--- src/rtl/debounce_pkg.sv ---
// debounce_pkg
// Shared types and helpers for the debouncer bank.
//   hold_state_t : per-channel long-press FSM states (IDLE, COUNT, REPEAT)
//   cnt_width()  : bits needed to hold a given maximum counter value (min 1)

package debounce_pkg;

    typedef enum logic [1:0] {
        IDLE   = 2'd0,
        COUNT  = 2'd1,
        REPEAT = 2'd2
    } hold_state_t;

    // Width of a counter that must represent 0..max_val; never less than one
    // bit so that a terminal count of zero still yields a legal vector.
    function automatic int cnt_width(input int max_val);
        int w;
        w = 1;
        for (int i = 1; i < 31; i++) begin
            if ((max_val >>> i) != 0) begin
                w = i + 1;
            end
        end
        return w;
    endfunction

endpackage

--- src/rtl/debouncer_bank_if.sv ---
// debouncer_bank_if
// Bundles the per-channel button vectors of the debouncer bank.
//   raw_i     : raw asynchronous button inputs
//   level_o   : debounced pressed level
//   press_o   : one-cycle pulse on accepted press
//   release_o : one-cycle pulse on accepted release
//   hold_o    : one-cycle pulse after a long press
//   repeat_o  : one-cycle auto-repeat pulses following hold_o
// master = the side that owns the buttons, slave = the debouncer bank.

interface debouncer_bank_if #(
    parameter int N_CH = 4
);
    logic [N_CH-1:0] raw_i;
    logic [N_CH-1:0] level_o;
    logic [N_CH-1:0] press_o;
    logic [N_CH-1:0] release_o;
    logic [N_CH-1:0] hold_o;
    logic [N_CH-1:0] repeat_o;

    modport master (
        output raw_i,
        input  level_o,
        input  press_o,
        input  release_o,
        input  hold_o,
        input  repeat_o
    );

    modport slave (
        input  raw_i,
        output level_o,
        output press_o,
        output release_o,
        output hold_o,
        output repeat_o
    );
endinterface

--- src/rtl/debounce_channel.sv ---
// debounce_channel
// One button channel: 2-flop synchroniser, polarity correction, consecutive
// sample debounce, and long-press hold / auto-repeat FSM.
//   clk, rst  : system clock, asynchronous active-high reset
//   raw_i     : raw asynchronous button input
//   level_o   : debounced pressed level (1 = pressed)
//   press_o   : pulse in the cycle the level rises
//   release_o : pulse in the cycle the level falls
//   hold_o    : pulse HOLD_CYCLES after the press was accepted
//   repeat_o  : pulse every REPEAT_CYCLES after hold_o (0 disables)

module debounce_channel
    import debounce_pkg::*;
#(
    parameter int DEBOUNCE_CYCLES = 15000,
    parameter int HOLD_CYCLES     = 500000,
    parameter int REPEAT_CYCLES   = 100000,
    parameter bit ACTIVE_LOW      = 1'b0
) (
    input  logic clk,
    input  logic rst,
    input  logic raw_i,
    output logic level_o,
    output logic press_o,
    output logic release_o,
    output logic hold_o,
    output logic repeat_o
);

    localparam int DCNT_W   = cnt_width(DEBOUNCE_CYCLES - 1);
    // hcnt can park one past the terminal count when repeat is disabled
    localparam int HCNT_W   = cnt_width(HOLD_CYCLES);
    localparam int REP_LAST = (REPEAT_CYCLES > 0) ? REPEAT_CYCLES - 1 : 0;
    localparam int RCNT_W   = cnt_width(REP_LAST);

    localparam logic [DCNT_W-1:0] DCNT_LAST = DCNT_W'(DEBOUNCE_CYCLES - 1);
    localparam logic [HCNT_W-1:0] HCNT_LAST = HCNT_W'(HOLD_CYCLES - 1);
    localparam logic [HCNT_W-1:0] HCNT_SAT  = HCNT_W'(HOLD_CYCLES);
    localparam logic [RCNT_W-1:0] RCNT_LAST = RCNT_W'(REP_LAST);

    logic              sync1_r;
    logic              sync2_r;
    logic              sample_s;
    logic              level_r;
    logic [DCNT_W-1:0] dcnt_r;
    logic              press_r;
    logic              release_r;
    logic              flip_s;
    logic              rise_s;
    logic              fall_s;

    hold_state_t       state_r;
    hold_state_t       state_s;
    logic [HCNT_W-1:0] hcnt_r;
    logic [HCNT_W-1:0] hcnt_s;
    logic [RCNT_W-1:0] rcnt_r;
    logic [RCNT_W-1:0] rcnt_s;
    logic              hold_r;
    logic              hold_s;
    logic              repeat_r;
    logic              repeat_s;

    // Two-flop synchroniser for the asynchronous button input.
    always_ff @(posedge clk or posedge rst) begin
        if (rst) begin
            sync1_r <= 1'b0;
            sync2_r <= 1'b0;
        end else begin
            sync1_r <= raw_i;
            sync2_r <= sync1_r;
        end
    end

    assign sample_s = sync2_r ^ ACTIVE_LOW;

    // The level flips on the edge that sees the last required differing sample.
    assign flip_s = (sample_s != level_r) && (dcnt_r == DCNT_LAST);
    assign rise_s = flip_s && sample_s;
    assign fall_s = flip_s && !sample_s;

    // Debounce counter and accepted level; any agreeing sample restarts the count.
    always_ff @(posedge clk or posedge rst) begin
        if (rst) begin
            level_r <= 1'b0;
            dcnt_r  <= '0;
        end else if (sample_s == level_r) begin
            dcnt_r  <= '0;
        end else if (dcnt_r == DCNT_LAST) begin
            level_r <= sample_s;
            dcnt_r  <= '0;
        end else begin
            dcnt_r  <= dcnt_r + DCNT_W'(1);
        end
    end

    // Press/release pulses register alongside the level flip.
    always_ff @(posedge clk or posedge rst) begin
        if (rst) begin
            press_r   <= 1'b0;
            release_r <= 1'b0;
        end else begin
            press_r   <= rise_s;
            release_r <= fall_s;
        end
    end

    // Hold FSM state, counters and registered hold/repeat pulses.
    always_ff @(posedge clk or posedge rst) begin
        if (rst) begin
            state_r  <= IDLE;
            hcnt_r   <= '0;
            rcnt_r   <= '0;
            hold_r   <= 1'b0;
            repeat_r <= 1'b0;
        end else begin
            state_r  <= state_s;
            hcnt_r   <= hcnt_s;
            rcnt_r   <= rcnt_s;
            hold_r   <= hold_s;
            repeat_r <= repeat_s;
        end
    end

    // Hold FSM next state; a falling level overrides everything so a release
    // on the same edge as a hold/repeat suppresses that pulse.
    always_comb begin
        state_s  = state_r;
        hcnt_s   = hcnt_r;
        rcnt_s   = rcnt_r;
        hold_s   = 1'b0;
        repeat_s = 1'b0;
        if (fall_s) begin
            state_s = IDLE;
            hcnt_s  = '0;
            rcnt_s  = '0;
        end else begin
            case (state_r)
                IDLE: begin
                    if (rise_s) begin
                        state_s = COUNT;
                        hcnt_s  = '0;
                    end else begin
                        state_s = IDLE;
                    end
                end
                COUNT: begin
                    if (hcnt_r == HCNT_LAST) begin
                        hold_s = 1'b1;
                        if (REPEAT_CYCLES > 0) begin
                            state_s = REPEAT;
                            rcnt_s  = '0;
                        end else begin
                            hcnt_s  = HCNT_SAT;
                        end
                    end else if (hcnt_r < HCNT_LAST) begin
                        hcnt_s = hcnt_r + HCNT_W'(1);
                    end else begin
                        hcnt_s = hcnt_r;
                    end
                end
                REPEAT: begin
                    if (rcnt_r == RCNT_LAST) begin
                        repeat_s = 1'b1;
                        rcnt_s   = '0;
                    end else begin
                        rcnt_s   = rcnt_r + RCNT_W'(1);
                    end
                end
                default: begin
                    state_s = IDLE;
                    hcnt_s  = '0;
                    rcnt_s  = '0;
                end
            endcase
        end
    end

    assign level_o   = level_r;
    assign press_o   = press_r;
    assign release_o = release_r;
    assign hold_o    = hold_r;
    assign repeat_o  = repeat_r;

endmodule

--- src/rtl/debouncer_bank.sv ---
// debouncer_bank
// N_CH independent button channels; the top only fans the interface vectors
// out to one debounce_channel per bit.
//   clk, rst : system clock, asynchronous active-high reset
//   bus      : debouncer_bank_if slave (raw_i in; level/press/release/
//              hold/repeat vectors out)

module debouncer_bank #(
    parameter int              N_CH            = 4,
    parameter int              DEBOUNCE_CYCLES = 15000,
    parameter int              HOLD_CYCLES     = 500000,
    parameter int              REPEAT_CYCLES   = 100000,
    parameter logic [N_CH-1:0] ACTIVE_LOW      = '0
) (
    input  logic           clk,
    input  logic           rst,
    debouncer_bank_if.slave bus
);

    logic [N_CH-1:0] level_s;
    logic [N_CH-1:0] press_s;
    logic [N_CH-1:0] release_s;
    logic [N_CH-1:0] hold_s;
    logic [N_CH-1:0] repeat_s;

    for (genvar i = 0; i < N_CH; i++) begin : g_ch
        debounce_channel #(
            .DEBOUNCE_CYCLES (DEBOUNCE_CYCLES),
            .HOLD_CYCLES     (HOLD_CYCLES),
            .REPEAT_CYCLES   (REPEAT_CYCLES),
            .ACTIVE_LOW      (ACTIVE_LOW[i])
        ) u_ch (
            .clk       (clk),
            .rst       (rst),
            .raw_i     (bus.raw_i[i]),
            .level_o   (level_s[i]),
            .press_o   (press_s[i]),
            .release_o (release_s[i]),
            .hold_o    (hold_s[i]),
            .repeat_o  (repeat_s[i])
        );
    end

    assign bus.level_o   = level_s;
    assign bus.press_o   = press_s;
    assign bus.release_o = release_s;
    assign bus.hold_o    = hold_s;
    assign bus.repeat_o  = repeat_s;

endmodule
--- src/flat_wrapper.sv ---
// flat-port wrapper written by rule: the top's interface ports become plain ports
module debouncer_bank_flat 
#(
    parameter int              N_CH            = 4,
    parameter int              DEBOUNCE_CYCLES = 15000,
    parameter int              HOLD_CYCLES     = 500000,
    parameter int              REPEAT_CYCLES   = 100000,
    parameter logic [N_CH-1:0] ACTIVE_LOW      = '0
)
  (clk, rst, bus_raw_i, bus_level_o, bus_press_o, bus_release_o, bus_hold_o, bus_repeat_o);
  debouncer_bank_if #(.N_CH(N_CH)) bus_i ();
  input  logic clk;
  input  logic rst;
  input wire logic [$bits(bus_i.raw_i)-1:0] bus_raw_i;
  output wire logic [$bits(bus_i.level_o)-1:0] bus_level_o;
  output wire logic [$bits(bus_i.press_o)-1:0] bus_press_o;
  output wire logic [$bits(bus_i.release_o)-1:0] bus_release_o;
  output wire logic [$bits(bus_i.hold_o)-1:0] bus_hold_o;
  output wire logic [$bits(bus_i.repeat_o)-1:0] bus_repeat_o;
  assign bus_i.raw_i = bus_raw_i;
  assign bus_level_o = bus_i.level_o;
  assign bus_press_o = bus_i.press_o;
  assign bus_release_o = bus_i.release_o;
  assign bus_hold_o = bus_i.hold_o;
  assign bus_repeat_o = bus_i.repeat_o;
  debouncer_bank #(.N_CH(N_CH), .DEBOUNCE_CYCLES(DEBOUNCE_CYCLES), .HOLD_CYCLES(HOLD_CYCLES), .REPEAT_CYCLES(REPEAT_CYCLES), .ACTIVE_LOW(ACTIVE_LOW)) u_core (.clk(clk), .rst(rst), .bus(bus_i));
endmodule
--- config.mk ---
export PLATFORM = sky130hd
export DESIGN_NAME = debouncer_bank_flat
export DESIGN_NICKNAME = d
export VERILOG_FILES = /design/src/rtl/debounce_pkg.sv /design/src/rtl/debouncer_bank_if.sv /design/src/rtl/debounce_channel.sv /design/src/rtl/debouncer_bank.sv /design/src/flat_wrapper.sv
export SDC_FILE = /design/constraint.sdc
export NUM_CORES = 1
export LEC_CHECK = 0
export CORE_MARGIN = 4
export CORE_UTILIZATION = 40
export DETAILED_ROUTE_END_ITERATION = 12
export PLACE_DENSITY = 0.62
export SETUP_SLACK_MARGIN = 0.15
export SLEW_MARGIN = 20
export SYNTH_ARGS = -nofsm -noshare
export SYNTH_HDL_FRONTEND = slang
export SYNTH_SLANG_ARGS = --single-unit
export TNS_END_PERCENT = 20
--- constraint.sdc ---
create_clock -name clk -period 23.7 [get_ports clk]
set_input_delay 5.925 -clock clk [delete_from_list [all_inputs] [get_ports clk]]
set_output_delay 5.925 -clock clk [all_outputs]
set_load 0.02 [all_outputs]
* Word-level counts from Yosys, hierarchy flattened
Cells that the tools add are included.
** Word-level totals
- Flip-flop bits (word level) :: 236
- Bits of input ports :: 6
- Output and inout port bits :: 20
- Logic and storage cells :: 236
** Operators by class
- Add/sub/neg operators :: 12
- Order comparisons :: 4
- Equal/unequal tests :: 52
- Mux-type cells :: 84
- Bitwise gates (word level) :: 4
- Reduce and logical (&&, ||, !) cells :: 36
** Operators by type and width (number)
- $mux W19 :: 16
- $pmux W19 S3 :: 4
- $mux W17 :: 12
- $pmux W17 S3 :: 4
- $mux W14 :: 8
- $add A19 B1 Y19 const B :: 4
- $eq A19 B19 Y1 const B :: 4
- $lt A19 B19 Y1 const B :: 4
- $add A17 B1 Y17 const B :: 4
- $eq A17 B17 Y1 const B :: 4
- $add A14 B1 Y14 const B :: 4
- $eq A14 B14 Y1 const B :: 4
- $ne A3 B3 Y1 const B :: 16
- $mux W1 :: 28
- $pmux W2 S3 :: 4
- $reduce_and A2 Y1 :: 12
- $mux W2 :: 8
- $ne A2 B2 Y1 const B :: 8
- $reduce_and A4 Y1 :: 4
- $logic_and A1 B1 Y1 :: 12
- $eq A2 B1 Y1 const B :: 4
- $eq A2 B2 Y1 const B :: 4
- $logic_not A2 Y1 :: 4
- $eq A1 B1 Y1 :: 4
- 3 further kinds :: 12

* Depth between registers and ports, before layout
- Word-level depth :: 6
- Gate-level depth with buffers :: 9
- Mapped depth without buffers :: 8

* By module
A second synthesis with hierarchy kept.
** Second synthesis, totals
- Cells, all modules :: 1384
- Area, all modules :: 12658.4 sq um
** By module, submodules not included
- debounce_channel at u_core.g_ch[0].u_ch ... :: instances 3, cells an instance 350, area an instance 3191.8 sq um, seq. area each 1476.4 sq um
- debounce_channel at u_core.g_ch[3].u_ch :: instances 1, cells an instance 334, area an instance 3083.0 sq um, seq. area each 1476.4 sq um

* Least setup slack after synthesis
OpenSTA, ideal clock, no wires.
- Path kind :: register to output
- Start point :: register u_core.g_ch[1].u_ch.level_r
- End point :: output port bus_level_o[1]
- Arrival :: 0.560 ns
- Data required time :: 17.775 ns
- Slack :: 17.215 ns
- Stages on the path, launching flop included :: 2
- Path buffers :: 1
- Cell sequence :: dfrtp_1 > buf_4
** RTL lines
- start: declaration :: RTL line debounce_channel.sv:44 : logic level_r;
- start signal: assignment :: RTL line debounce_channel.sv:89 : level_r <= sample_s;
- end: declaration :: RTL line flat_wrapper.sv:15 : output wire logic [$bits(bus_i.level_o)-1:0] bus_level_o;
No word-level cell between the ends.

* Final worst setup path
- Start point :: register u_core.g_ch[2].u_ch.level_r
- End point :: output port bus_level_o[2]
** RTL lines (RTL line)
- start: declaration :: debounce_channel.sv:44
- start signal: assignment :: debounce_channel.sv:89
No word-level cell between the ends.

==> impl_results.html <==
<table>
<tr><th>Metric</th><th>Value</th></tr>
<tr><th colspan="2">Floorplanning</th></tr>
<tr><td>Initial Util</td><td>0.408</td></tr>
<tr><td>Die Footprint</td><td>34300 um^2</td></tr>
<tr><td>Die height</td><td>185 um</td></tr>
<tr><td>Cell row count</td><td>64</td></tr>
<tr><td>Area of the core region</td><td>30800 um^2</td></tr>
<tr><td>Boundary pin count</td><td>26</td></tr>
<tr><td>Die W</td><td>185 um</td></tr>
<tr><th colspan="2">Routing</th></tr>
<tr><td>Routed Wire Length</td><td>26600 um</td></tr>
<tr><td>Detailed-routing iteration count for the pre-antenna-repair pass</td><td>5</td></tr>
<tr><td>Avg WL per Cell</td><td>15.0 um</td></tr>
<tr><td>DRT antenna net count</td><td>0</td></tr>
<tr><td>Number of vias per cell</td><td>5.67</td></tr>
<tr><td>Total via count after detailed routing</td><td>10.1k</td></tr>
<tr><td>Detailed Route Iter0 Violations</td><td>655</td></tr>
<tr><td>Number of remaining DRC errors</td><td>0</td></tr>
<tr><th colspan="2">Worst setup path</th></tr>
<tr><td>Type of element capturing the critical path</td><td>output port</td></tr>
<tr><td>Required time at the endpoint of the critical path</td><td>17780 ps</td></tr>
<tr><td>Critical R2R Launch</td><td>u_core.g_ch[3].u_ch.hcnt_r[11]</td></tr>
<tr><td>Crit-path max cell delay</td><td>640 ps</td></tr>
<tr><td>Critical path type</td><td>register to output port</td></tr>
<tr><td>Worst-path cell chain</td><td>clkdlybuf4s50_1</td></tr>
<tr><td>Arrival @ worst endpoint</td><td>1600 ps</td></tr>
<tr><td>Critical Path Slowest Stage Cell</td><td>sky130_fd_sc_hd__clkdlybuf4s50_1</td></tr>
<tr><td>Register-to-register setup slack</td><td>20710 ps</td></tr>
<tr><td>Largest delay contributor family on the critical path</td><td>buffers and inverters</td></tr>
<tr><td>Sort of element at the start of the critical path</td><td>register</td></tr>
<tr><td>Endpoint of the worst register-to-register path</td><td>u_core.g_ch[3].u_ch.hcnt_r[8]</td></tr>
<tr><td>Bufs and invs on worst path</td><td>1</td></tr>
<tr><td>Maximum fanout along the worst path</td><td>6</td></tr>
<tr><td>R2r worst-path depth</td><td>6</td></tr>
<tr><th colspan="2">Run</th></tr>
<tr><td>Number of max-cap violations</td><td>0</td></tr>
<tr><th colspan="2">Power</th></tr>
<tr><td>Proportion of total power due to net switching</td><td>0.206</td></tr>
<tr><td>Net switching power figure</td><td>0.177 mW</td></tr>
<tr><td>Ratio of total power to cell area</td><td>61.2 nW/um^2</td></tr>
<tr><td>Relative contribution of the clock network to total power</td><td>0.507</td></tr>
<tr><td>Combinational fraction of design power</td><td>0.017</td></tr>
<tr><td>Max rail drop VDD</td><td>0.0000544 V</td></tr>
<tr><td>Part of the power in registers</td><td>0.475</td></tr>
<tr><td>Internal power contribution</td><td>0.681 mW</td></tr>
<tr><td>Leakage</td><td>5.94 nW</td></tr>
<tr><th colspan="2">STA</th></tr>
<tr><td>Worst Clk Skew</td><td>10.4 ps</td></tr>
<tr><td>Maximum clock frequency</td><td>133 MHz</td></tr>
<tr><td>Min Clock Period, post-route</td><td>7520 ps</td></tr>
<tr><td>Final setup violation count</td><td>0</td></tr>
<tr><td>Pins Over Slew Limit</td><td>0</td></tr>
<tr><td>Total Negative Setup Slacks</td><td>0 ps</td></tr>
<tr><td>Ratio of final minimum period to clock period</td><td>0.317</td></tr>
<tr><td>Final count of hold timing violations</td><td>0</td></tr>
<tr><td>Worst slew pin tran</td><td>1100 ps</td></tr>
<tr><td>Setup repair after global routing missed its margin</td><td>false</td></tr>
<tr><td>Slew headroom</td><td>0.266</td></tr>
<tr><th colspan="2">Global routing</th></tr>
<tr><td>Global-route congestion overflow total</td><td>0</td></tr>
<tr><td>Vias in the first global route</td><td>9571</td></tr>
<tr><td>Largest net degree at the start of global routing</td><td>109</td></tr>
<tr><td>Antenna violations before repair</td><td>0</td></tr>
<tr><td>Global-route wire length before repair</td><td>46300 um</td></tr>
<tr><td>Global-route total usage across every layer</td><td>0.155</td></tr>
<tr><th colspan="2">Finish</th></tr>
<tr><td>Util after Layout</td><td>0.454</td></tr>
<tr><td>Most used cells in the layout excluding fill and tap cells</td><td>236 x sky130_fd_sc_hd__dfrtp_1, 146 x sky130_fd_sc_hd__nor2_1, 127 x sky130_fd_sc_hd__nand2_1</td></tr>
<tr><td>Commonest non-fill, non-tap cell in the layout</td><td>sky130_fd_sc_hd__dfrtp_1</td></tr>
<tr><td>Share of cells above drive strength 1</td><td>0.0624</td></tr>
<tr><td>Signed area change from the synthesized netlist to the final layout</td><td>11.4%</td></tr>
<tr><td>Final #Nets</td><td>1378</td></tr>
<tr><td>Antenna fix cells</td><td>0</td></tr>
<tr><td>Final instance area</td><td>14000 um^2</td></tr>
<tr><th colspan="2">Place</th></tr>
<tr><td>Final GP Congestion</td><td>0.803</td></tr>
<tr><td>Placement-stage cell area</td><td>13100 um^2</td></tr>
<tr><td>Half-perimeter wire length after detailed placement</td><td>17400 um</td></tr>
<tr><td>Count of buffers inserted at the top-level ports</td><td>25</td></tr>
<tr><th colspan="2">Synthesis</th></tr>
<tr><td>Post-synthesis sequential area ratio</td><td>0.470</td></tr>
<tr><td>Netlist area before placement</td><td>12600 um^2</td></tr>
<tr><td>Post-synthesis instance total</td><td>1364</td></tr>
<tr><td>Synth cell types</td><td>79</td></tr>
<tr><td>Syn_nets</td><td>1382</td></tr>
<tr><td>Mean cell area of the mapped netlist</td><td>9.22 um^2</td></tr>
<tr><td>Most used flip-flop cell after synthesis</td><td>sky130_fd_sc_hd__dfrtp_1</td></tr>
<tr><td>Count of yosys warnings during synthesis</td><td>0</td></tr>
<tr><td>Number of register bits inferred by synthesis</td><td>236</td></tr>
<tr><td>Number of enable flip-flop cells after synthesis</td><td>0</td></tr>
<tr><td>Fraction of registers with async set/reset</td><td>1.00</td></tr>
<tr><th colspan="2">Min path</th></tr>
<tr><td>Endpoint of the worst hold-timing path</td><td>u_core.g_ch[2].u_ch.sample_s</td></tr>
<tr><td>Hold crit path type</td><td>register to register</td></tr>
<tr><td>Origin of the worst min-delay path</td><td>u_core.g_ch[2].u_ch.sync1_r</td></tr>
<tr><td>Number of cells on the worst hold path</td><td>0</td></tr>
<tr><th colspan="2">Clock network</th></tr>
<tr><td>Post-cts sizing count</td><td>0</td></tr>
<tr><td>Worst-skew pair later-pin latency</td><td>530 ps</td></tr>
<tr><td>Clock root buffer master</td><td>sky130_fd_sc_hd__clkbuf_16</td></tr>
<tr><td>Clock net sink count</td><td>236</td></tr>
<tr><td>Number of clock buffers inserted by TritonCTS</td><td>27</td></tr>
<tr><td>Clock tree buffer depth</td><td>3</td></tr>
<tr><td>H-Tree Level Count</td><td>1</td></tr>
<tr><td>Clock tree from TritonCTS</td><td>yes</td></tr>
<tr><td>Hold buffer count at CTS</td><td>0</td></tr>
<tr><td>Number of post-CTS setup repair buffers</td><td>0</td></tr>
<tr><td>Clock slew seen by the registers of the worst setup and hold paths</td><td>60 ps</td></tr>
<tr><th colspan="2">Status</th></tr>
<tr><td>Status</td><td>finished, final reports clean</td></tr>
</table>
sequential cells by signal, summed over array words and instances (netlist names):
name and flops:
u_core.g_ch.u_ch.press_o 4, u_core.g_ch.u_ch.sync1_r 4, u_core.g_ch.u_ch.release_o 4, u_core.g_ch.u_ch.level_o 4, u_core.g_ch.u_ch.sample_s 4, u_core.g_ch.u_ch.dcnt_r 56
u_core.g_ch.u_ch.hcnt_r 76, u_core.g_ch.u_ch.repeat_o 4, u_core.g_ch.u_ch.hold_o 4, u_core.g_ch.u_ch.rcnt_r 68, u_core.g_ch.u_ch.state_r 8
metal layers:
| layer | track usage | part of all wire | up-vias |
|---|---|---|---|
| met5 | 0 | 0 | - |
| met4 | 0.0346 | 0.014 | 0 |
| met3 | 0.0200 | 0.032 | 33 |
| met2 | 0.250 | 0.46 | 143 |
| met1 | 0.224 | 0.50 | 4880 |
| li1 | - | - | 5003 |
cell families after synthesis:
family                     synth area share
and+or+nand+nor                       0.275
DFF                                   0.470
buffers and inverters                0.0373
muxes                               0.00925
xor gates and xnor gates             0.0502
adders and majority gates            0.0119
AOI/OAI and AO/OA                     0.146
through the flow:
step                std cells  worst slack [ps]  power [mW]  hold slack [ps]
floorplan                1364             11300       0.425              331
global placement         1726             15590       0.430              336
detailed placement       1726             15590       0.430              339
CTS                      1773             16130       0.872              354
global route             1774             16110       0.889              356
finish                   1774             16180       0.857              352
power by group through the flow:
stage | clock, mW | combinational [mW] | sequential [mW]
detailed placement | 0 | 0.0152 | 0.415
CTS | 0.449 | 0.0152 | 0.408
global route | 0.464 | 0.0179 | 0.408
global placement | 0 | 0.0150 | 0.415
finish | 0.435 | 0.0148 | 0.408
floorplan | 0 | 0.0103 | 0.415
area by class of cell:
| cell class | instances | area, um^2 |
|---|---|---|
| sequential | 236 | 5910 |
| tap | 396 | 495 |
| inverter | 36 | 143 |
| clock inverter | 11 | 183 |
| timing repair buffer | 31 | 315 |
| fill | 2896 | 16800 |
| multi-input combinational | 1028 | 6230 |
| clock buffer | 36 | 739 |
how the worst max path moves through the flow:
stage | from | to | cells after the start | slack, ps
3_5_place_dp | rst | u_core.g_ch[2].u_ch.dcnt_r[2] | 3 | 15590
6_report | u_core.g_ch[2].u_ch.level_o | bus_level_o[2] | 1 | 16180
2_1_floorplan | rst | u_core.g_ch[0].u_ch.dcnt_r[0] | 1 | 11300
3_3_place_gp | rst | u_core.g_ch[2].u_ch.dcnt_r[2] | 3 | 15590
4_1_cts | u_core.g_ch[2].u_ch.level_o | bus_level_o[2] | 1 | 16130
5_1_grt | u_core.g_ch[2].u_ch.level_o | bus_level_o[2] | 1 | 16110
synthesized netlist by cell type (6+ instances only):
cell type                    n  area [um^2]
sky130_fd_sc_hd__dfrtp_1   236         5910
sky130_fd_sc_hd__nor2_1    147          552
sky130_fd_sc_hd__nand2_1   127          477
sky130_fd_sc_hd__nand3_1    91          455
sky130_fd_sc_hd__o21ai_0    85          425
sky130_fd_sc_hd__xor2_1     52          455
sky130_fd_sc_hd__nand4_1    47          294
sky130_fd_sc_hd__and3_1     45          282
sky130_fd_sc_hd__a21oi_1    42          210
sky130_fd_sc_hd__nor3_1     40          200
sky130_fd_sc_hd__clkbuf_1   36          135
sky130_fd_sc_hd__inv_1      35          131
sky130_fd_sc_hd__a31oi_1    30          188
sky130_fd_sc_hd__and4_1     27          236
sky130_fd_sc_hd__buf_4      21          158
sky130_fd_sc_hd__o31ai_1    20          150
sky130_fd_sc_hd__xnor2_1    20          175
sky130_fd_sc_hd__o211ai_1   19          143
sky130_fd_sc_hd__or3_1      19          119
sky130_fd_sc_hd__nor4_1     14         87.6
sky130_fd_sc_hd__and2_1     13         81.3
sky130_fd_sc_hd__ha_1       12          150
sky130_fd_sc_hd__nand2b_1    9         56.3
sky130_fd_sc_hd__o22ai_1     9         56.3
sky130_fd_sc_hd__a21o_1      8         60.1
sky130_fd_sc_hd__o32ai_1     8         70.1
sky130_fd_sc_hd__or4_1       8         60.1
sky130_fd_sc_hd__a211o_1     7         61.3
sky130_fd_sc_hd__nand4b_1    7         61.3
sky130_fd_sc_hd__or2_2       7         43.8
sky130_fd_sc_hd__a211oi_1    6         45.0
sky130_fd_sc_hd__a22o_1      6         52.6
sky130_fd_sc_hd__and4b_1     6         60.1
sky130_fd_sc_hd__buf_2       6         30.0
sky130_fd_sc_hd__mux2i_1     6         60.1
sky130_fd_sc_hd__nor2b_1     6         37.5
sky130_fd_sc_hd__nor3b_1     6         45.0
sky130_fd_sc_hd__o21a_1      6         45.0
No activity file was read; power rests on OpenSTA's default activity.
